File: src/rtl/otter_fetch_stage.sv
// Otter RV32I instruction fetch: PC register, synchronous imem request stage,
// one-entry skid buffer for stalls, and the registered IF/ID bundle.
module otter_fetch_stage #(
  parameter logic [31:0] RESET_PC  = 32'h0000_0000,
  parameter logic [31:0] NOP_INSTR = 32'h0000_0013
) (
  input  logic        CLK,
  input  logic        RST,
  input  logic        stall,
  input  logic        br_valid,
  input  logic [31:0] br_target,
  input  logic        trap_valid,
  input  logic [31:0] trap_target,
  output logic [31:0] imem_addr,
  output logic        imem_rden,
  input  logic [31:0] imem_rdata,
  output logic [31:0] id_pc,
  output logic [31:0] id_pc4,
  output logic [31:0] id_ir,
  output logic        id_valid,
  output logic        misalign_err
);

  logic [31:0] pc;
  logic        f2_valid;
  logic [31:0] f2_pc;
  logic        skid_valid;
  logic [31:0] skid_pc;
  logic [31:0] skid_ir;

  logic        redirect;
  logic [31:0] raw_target;
  logic        load_valid;
  logic [31:0] load_pc;
  logic [31:0] load_ir;

  assign imem_addr = pc;
  assign imem_rden = !RST && !stall;

  // Trap/mret outranks EX redirects; both outrank the hazard stall.
  always_comb begin
    redirect   = trap_valid || br_valid;
    raw_target = trap_valid ? trap_target : br_target;
  end

  // Source for IF/ID on a non-stalled cycle: skid first (older), then memory.
  always_comb begin
    load_valid = 1'b0;
    load_pc    = id_pc;
    load_ir    = NOP_INSTR;
    if (skid_valid) begin
      load_valid = 1'b1;
      load_pc    = skid_pc;
      load_ir    = skid_ir;
    end else if (f2_valid) begin
      load_valid = 1'b1;
      load_pc    = f2_pc;
      load_ir    = imem_rdata;
    end
  end

  always_ff @(posedge CLK) begin
    if (RST) begin
      pc           <= RESET_PC;
      f2_valid     <= 1'b0;
      f2_pc        <= '0;
      skid_valid   <= 1'b0;
      skid_pc      <= '0;
      skid_ir      <= NOP_INSTR;
      id_valid     <= 1'b0;
      id_ir        <= NOP_INSTR;
      id_pc        <= '0;
      id_pc4       <= 32'd4;
      misalign_err <= 1'b0;
    end else if (redirect) begin
      pc           <= {raw_target[31:2], 2'b00};
      f2_valid     <= 1'b0;
      skid_valid   <= 1'b0;
      id_valid     <= 1'b0;
      id_ir        <= NOP_INSTR;
      misalign_err <= |raw_target[1:0];
    end else begin
      misalign_err <= 1'b0;
      if (stall) begin
        // The word returning now would be lost next cycle, so park it.
        if (f2_valid) begin
          skid_valid <= 1'b1;
          skid_pc    <= f2_pc;
          skid_ir    <= imem_rdata;
          f2_valid   <= 1'b0;
        end
      end else begin
        pc         <= pc + 32'd4;
        f2_valid   <= 1'b1;
        f2_pc      <= pc;
        skid_valid <= 1'b0;
        id_valid   <= load_valid;
        id_ir      <= load_valid ? load_ir : NOP_INSTR;
        if (load_valid) begin
          id_pc  <= load_pc;
          id_pc4 <= load_pc + 32'd4;
        end
      end
    end
  end

endmodule

File: config.mk
export PLATFORM = sky130hd
export DESIGN_NAME = otter_fetch_stage
export DESIGN_NICKNAME = d
export VERILOG_FILES = /design/src/rtl/otter_fetch_stage.sv
export SDC_FILE = /design/constraint.sdc
export NUM_CORES = 1
export LEC_CHECK = 0
export BUFFER_PORTS_ARGS = -buffer_cell sky130_fd_sc_hd__clkbuf_2
export CAP_MARGIN = 10
export CORE_MARGIN = 2
export CORE_UTILIZATION = 40
export CTS_BUF_LIST = sky130_fd_sc_hd__clkbuf_8
export CTS_CLUSTER_SIZE = 25
export DETAILED_ROUTE_END_ITERATION = 10
export PLACE_DENSITY = 0.61
export SETUP_SLACK_MARGIN = 0.4
export SYNTH_ARGS = -nofsm -noshare
export SYNTH_HDL_FRONTEND = slang
export SYNTH_SLANG_ARGS = --single-unit
File: constraint.sdc
create_clock -name CLK -period 2.7 [get_ports CLK]
set_clock_uncertainty 0.15 [all_clocks]
set_input_delay 0.54 -clock CLK [delete_from_list [all_inputs] [get_ports CLK]]
set_output_delay 0.54 -clock CLK [all_outputs]
set_load 0.01 [all_outputs]
==> run summary, run 1 <==
The area of the placeable core is 25300 µm², and the maximum number of pins on one net before global-route repair is 95. The cell area power density was 518 nW/µm². The tools report the worst-case headroom to the max-slew limit as 0.471.

The run finished with clean final reports. The mapped netlist covers 10300 µm². The worst-margin pin slew is 0.794 ns, and the overall via count from detail_route is 10400.

For the number of fillers in the final layout, the log shows 2517. The share of the synthesized area in compound gates (AO/OA/AOI/OAI) came out at 0.207. STA classifies the critical path startpoint as a flop. The final hold violation count was 0. The run gives 0 as the total count of max-transition violations in the final report.

The count of final setup violators was 0. Setup repair after global routing could not meet its margin everywhere. The tools report the count of boundary I/O pins as 232.

For the minimum setup slack in the final design, the log shows 0.266 ns. After synthesis, the largest family of logic cells by area is simple AND/OR/NAND/NOR gates. The clock tree buffer depth was 3; the count of routing violations after the opening detailed-route iteration was 877. The final routed wirelength across all metal layers was 32.9 mm; the ratio of routed vias to standard cells was 5.27.

The first global-routing pass estimated 51.4 mm of wire. The cell count of the worst hold path works out to 3. The die height was 165 µm. The later pin in the worst-skew pair is clocked with a latency of 0.53 ns. The run gives 2.72 ns as the arrival time of data at the critical path endpoint. The category of the worst setup path capture point was a flop. Via count of the first global-routing pass: 9367.

The die width works out to 165 µm. Sorting the synthesized cells by area gives the leading types as dfxtp_1, nand2_1, a21oi_1. The number of antenna diodes in the final layout is 0.

The number of H-tree levels was 2. In this run, distinct cell masters in the synthesized netlist total 65. The proportion of synthesized area in mux cells is 0.0407.

For the combined global-route utilization of all metal layers, the log shows 0.237. The total of max-cap violations is 0. Post-layout minimum cycle time: 2.43 ns. The biggest area contributor in the post-synthesis netlist is dfxtp_1. Fraction of synthesized cell area taken by the top area cell type: 0.423. Synthesis handed over a netlist of 1357 instances.

The critical path class was reg -> reg. The final non-filler cell total came out at 1976. The tools report the number of cells in the design after placement as 1880. The tools report the number of nets in the layout as 1721. The routed wire length per instance was 16.6 µm.

Master cell of the clock root buffer: clkbuf_8. The clock transition at the registers of the reported paths came out at 0.06 ns. The share of the clock period used by the worst path after layout is 0.901, and the initial antenna violation count is 0.

The tools report the starting density of the core as 0.408. For this run, the leading register cell type out of synthesis is dfxtp_1. The total negative slack for setup checks came out at 0 ns.

The number of warning messages in the yosys log is 0, and the relative area change from synthesis to final layout is 29.7%. The number of port buffers works out to 225. The worst hold path belongs to the class in -> reg.

The count of antenna-violating nets left after detailed routing is 0. Row generation in the floorplan step produced 58 rows. For this design the static power due to leakage is 5.18 nW. Routability-driven placement finished with a final weighted congestion of 0.843.

After detailed routing, the number of remaining DRC violations is 0. Once detailed placement completed, the half-perimeter wirelength came to 21.9 mm. The area share of fa/ha/maj cells after synthesis is 0.00243.

Across the VDD grid, the largest voltage drop is 346 µV. The share of cells above drive strength 1 is 0.277. OpenSTA, run right after detailed placement, puts the worst setup slack at 0.119 ns. The xor-xnor portion of the synthesized cell area is 0.0161. Along the worst path, the maximum fanout reaches 6.

Timing would allow up to 411 MHz. The share of the yosys chip area belonging to registers was 0.423. For the worst flop-to-flop path, the logic depth is 10. The fraction of registers with async set/reset is 0, and the synthesized area per cell is 7.60 µm². TritonCTS built the clock tree. The synthesis-stage register bit count works out to 218. The die covers 27100 µm². The total overflow left after global routing is 0. In this run, CTS created clock tree buffers numbering 39. The simple-gate share of the synthesized area was 0.257; the required time at the endpoint of the critical path was 2.99 ns. The count of TritonRoute iterations in the first routing pass is 4. Hold repair after CTS inserted 0 buffers. The clock net in this run drives a total of 218 sinks. Yosys mapped a number of flops with a built-in enable equal to 0.
==> timing repair <==
item / in CTS / in global routing
cloned: 3 / 2
gates resized for setup: 21 / 41
endpoints found under the setup margin: 19 / 32
setup buffers: 11 / 11
pin swaps: 15 / 27
==> cells in the mapped netlist, drive strengths merged, types with 13 or more instances <==
cell type,instances
o21ai,46
a21oi,197
and3,13
nor2,149
dfxtp,218
nand2,320
clkbuf,75
nor3,17
a22oi,28
nand3,22
nor4,20
buf,36
mux2i,34
a211oi,25
==> critical path: stages, from the launching register on <==
cell	delay [ns]
dfxtp_4	0.43
mux2_4	0.18
mux2i_2	0.06
inv_1	0.06
ha_2	0.18
o211ai_1	0.16
nor4b_4	0.26
buf_6	0.16
nand3_4	0.11
or3_1	0.32
a311oi_1	0.25
==> report_power, final <==
group | total, W | switching (W) | internal (W)
Combinational | 0.000547 | 0.000330 | 0.000217
Sequential | 0.00331 | 0.0000509 | 0.00326
Clock | 0.00307 | 0.00137 | 0.00170
==> cell type report <==
class	count	area, µm²	share of cell area
inverter	8	30.0	0.00225
clock buffer	48	661	0.0494
multi-input combinational	1026	5700	0.426
sequential	218	4380	0.327
clock inverter	21	118	0.00880
timing repair buffer	325	2070	0.155
tap	330	413	0.0309
==> per-stage QoR <==
step | hold WS (ns) | cell area [µm²] | util | power, W
2_1_floorplan | 0.281 | 10400 | - | 0.00368
3_3_place_gp | 0.292 | 12000 | 0.477 | 0.00391
3_5_place_dp | 0.296 | 12000 | 0.477 | 0.00392
4_1_cts | 0.0533 | 13100 | 0.517 | 0.00702
5_1_grt | 0.0673 | 13400 | 0.529 | 0.00725
6_report | 0.0899 | 13400 | 0.529 | 0.00693
==> metal layers <==
metal / vias to the layer above / part of all wire / global-route usage
met5: - / 0 / 0
met4: 0 / 0.020 / 0.0696
met3: 41 / 0.064 / 0.0482
met2: 321 / 0.43 / 0.339
met1: 4810 / 0.49 / 0.357
li1: 5239 / - / -
==> cell families after synthesis <==
kind of cell / Yosys count
and+or+nand+nor: 603
buffers and inverters: 119
DFF: 218
xor gates and xnor gates: 19
AOI/OAI and AO/OA: 354
other: 1
adders and majority gates: 2
muxes: 41
==> sequential cells by signal, summed over array words and instances, names as in the netlist, 30 cells and up <==
| signal | count |
|---|---|
| id_pc | 30 |
| id_pc4 | 30 |
| skid_ir | 32 |
| f2_pc | 30 |
| imem_addr | 30 |
| id_ir | 32 |
| skid_pc | 30 |
==> final timing paths <==
| check | from | to | slack [ns] |
|---|---|---|---|
| max reg2reg | f2_valid | id_pc4[22] | 0.27 |
| min | imem_rdata[1] | skid_ir[1] | 0.09 |
| max | f2_valid | id_pc4[22] | 0.27 |
| min reg2reg | skid_pc[23] | skid_pc[23] | 0.30 |
==> cells in the final DEF (no fill, tap or decap), types with 4 or more instances in the layout <==
cell type,Yosys,routed
clkbuf_2,1,223
mux2i_2,0,5
or3_1,12,10
o31ai_1,7,7
a221oi_1,4,4
a221o_1,4,4
o21a_1,5,5
o211ai_1,4,4
nand4_1,11,11
a311oi_1,11,8
xor2_1,7,7
and3_1,13,8
clkbuf_8,0,48
xnor2_1,12,12
a21oi_1,197,197
buf_6,3,9
o21ai_1,11,10
o21ai_0,26,24
nand3_2,2,5
a211oi_1,25,23
a22oi_1,28,28
conb_1,1,6
nor2_1,149,147
nor4_1,20,10
buf_4,9,80
buf_12,2,8
inv_1,8,23
mux2i_1,34,29
mux2_2,6,5
and3_2,0,4
o22ai_1,4,4
nor3_1,17,14
nand2_1,320,320
nand2b_1,7,6
nor2b_1,5,4
nor4_2,0,8
nand3_1,20,17
o21ai_2,7,10
dfxtp_1,218,213
Note: power is estimated with default switching activity, not from simulation.
==> run 2: changes to the inputs <==
--- a/config.mk
+++ b/config.mk
@@ -13,6 +13,7 @@
 export CTS_CLUSTER_SIZE = 25
 export DETAILED_ROUTE_END_ITERATION = 10
 export PLACE_DENSITY = 0.61
+export RECOVER_POWER = 50
 export SETUP_SLACK_MARGIN = 0.4
 export SYNTH_ARGS = -nofsm -noshare
 export SYNTH_HDL_FRONTEND = slang
==> run 2 against run 1 <==
Net effect:
- flip-flop and latch count unchanged
- largest cell class unchanged
- critical path depth unchanged
- cell count unchanged
- highest routed layer unchanged
==> run summary, run 2 (same netlist as run 1, synthesis figures left out) <==
The placement row count was 58 (unchanged); the final routed wirelength across all metal layers was 33.0 mm (+0.20%). Clock transition at the registers of the reported paths: 0.06 ns (about the same). The insertion delay to the later sink of the worst-skew pair was 0.53 ns (about the same); the multi-input gate area in the final layout was 5690 µm² (about the same). The tools report the number of buffers created by CTS as 39 (unchanged). TritonCTS built the clock tree. The number of nets in the layout was 1721 (unchanged).

For the global placer's final weighted congestion, the log shows 0.843 (unchanged). The routed wire length per instance is 16.7 µm (+0.20%), and the die width is 165 µm (unchanged). The most common library cell in the layout ignoring fill and taps was nand2_1. The die height was 165 µm (unchanged); the initial antenna violation count was 0 (unchanged). The footprint of the flip-flops and latches was 4370 µm² (about the same). The number of cells in the design after placement is 1880 (unchanged), and the arrival time of data at the critical path endpoint is 2.73 ns (about the same). The worst setup path is of the reg -> reg kind. The top cell types in the final layout, fill and taps aside, are nand2_1, dfxtp_1, a21oi_1.

The share of cells above drive strength 1 is 0.224 (-0.0535), and the met3 track demand over resource is 0.0482 (unchanged). The logs give 0.357 (unchanged) for the met1 layer usage reported by global route and 0 (unchanged) for the final global-route overflow total. The hold-fix buffer count after cts was 0 (unchanged); the number of fillers in the final layout was 2561 (+1.7%). The area of the placeable core is 25300 µm² (unchanged). The clock tree buffer depth was 3 (unchanged); the total of max-cap violations was 0 (unchanged). Total negative slack for setup checks: 0 ns (unchanged). The run gives 0 (unchanged) as the antenna diode instance count. The met2 routing resource usage after global routing is 0.339 (unchanged). The largest registers in the layout are id_ir: 32 flops, skid_ir: 32 flops. The run gives 0.237 (unchanged) as the combined global-route utilization of all metal layers. The total DRC errors in the routed layout is 0 (unchanged).

The worst setup path is captured at a flop. The worst-margin pin slew is 1.40 ns (+0.604 ns), and the clock net sink count is 218 (unchanged). Cell count of the worst hold path: 3 (unchanged). The logs give 0.0680 (-0.403) for the worst-case headroom to the max-slew limit and 10400 (-0.0096%) for the overall via count from detail_route.

The tools report the final non-filler cell total as 1976 (unchanged). For the maximum vdd ir drop, the log shows 346 µV (about the same). The number of port buffers came out at 225 (unchanged).

The tools report the count of final setup violators as 0 (unchanged). The logs give 410 MHz (-0.30%) for the upper clock frequency limit and 0 (unchanged) for the count of antenna-violating nets left after detailed routing. Setup repair after global routing could not meet its margin everywhere. The number of H-tree levels came out at 2 (unchanged).

The peak fanout along the critical path came out at 6 (unchanged). The worst setup path is launched from a flop. The run gives 232 (unchanged) as the count of boundary I/O pins.

The starting density of the core was 0.408 (unchanged). The total die area was 27100 µm² (unchanged); the cell area power density was 524 nW/µm² (+1.0%). met1 is the most crowded layer. The logs give 51.4 mm (unchanged) for the first-pass GRT wire length and 0 (unchanged) for the total count of max-transition violations in the final report.

The logs give 2.99 ns (about the same) for the required time at the endpoint of the critical path and 21.9 mm (unchanged) for the total half-perimeter wirelength after legalization and detailed placement. The post-layout minimum cycle time was 2.44 ns (+0.00720 ns). The total leakage power was 4.89 nW (-5.7%); the final hold violation count was 0 (unchanged).

The tools report the final design utilization as 0.524 (-0.00560). The path class of the tightest hold or removal check is in -> reg. The number of cell instances on the worst register-to-register path was 10 (unchanged); the count of routing violations after the opening detailed-route iteration was 832 (-5.1%). The count of TritonRoute iterations in the first routing pass came out at 5 (+1). Share of the clock period used by the worst path after layout: 0.904 (+0.00267).

The root buffer cell chosen for the clock tree is clkbuf_8. Compared with the post-synthesis result, the final layout area differs by 28.3%. The run finished with clean final reports. The ratio of routed vias to standard cells works out to 5.27 (about the same). The via count of the first global-routing pass was 9367 (unchanged); the maximum number of pins on one net before global-route repair was 95 (unchanged).
[run 2: what timing repair did]
action | CTS | global route
cloned | 3 | 2
buffers inserted | 11 | 11
resized for setup | 21 | 41
setup endpoints to repair | 19 | 32
pin swaps | 15 | 27
[run 2: worst paths after layout]
check                                    from     endpoint  slack, ns
worst min-delay path            imem_rdata[1]   skid_ir[1]       0.09
worst max-delay path                 f2_valid   id_pc4[18]       0.26
worst max register to register       f2_valid   id_pc4[18]       0.26
worst min register to register    skid_pc[24]  skid_pc[24]       0.30
[run 2: routing by layer]
layer  up-vias  wire length, µm  share of wire
met3        41             2220          0.067
met4         0              665          0.020
li1       5231                -              -
met5         -                0              0
met2       347            14000           0.43
met1      4791            16000           0.49
[run 2: area by class of cell]
type                       count  share of cell area
clock buffer                  48              0.0499
multi-input combinational   1026               0.430
sequential                   218               0.331
inverter                       8             0.00227
clock inverter                21             0.00889
timing repair buffer         325               0.147
tap                          330              0.0312
[run 2: worst max-delay path: stages, from the launching register on]
cell and delay, ns:
dfxtp_4 0.43, mux2_4 0.18, mux2i_2 0.06, inv_1 0.06, ha_2 0.18, o211ai_1 0.16
nor4b_4 0.26, buf_6 0.16, nand3_4 0.12, or3_1 0.34, a311oi_2 0.24
[run 2: metrics by stage]
| step | total power, W | instance area, µm² | hold WS (ns) | setup WS (ns) |
|---|---|---|---|---|
| 6_report | 0.00693 | 13200 | 0.0861 | 0.259 |
| 5_1_grt | 0.00724 | 13200 | 0.0673 | 0.130 |
| 4_1_cts | 0.00702 | 13100 | 0.0533 | 0.245 |
| 3_5_place_dp | 0.00392 | 12000 | 0.296 | 0.119 |
| 3_3_place_gp | 0.00391 | 12000 | 0.292 | 0.153 |
| 2_1_floorplan | 0.00368 | 10400 | 0.281 | 0.148 |
[run 2: power by group]
group	internal, W	switching (W)
clock network	0.00170	0.00137
registers	0.00326	0.0000511
logic	0.000214	0.000330
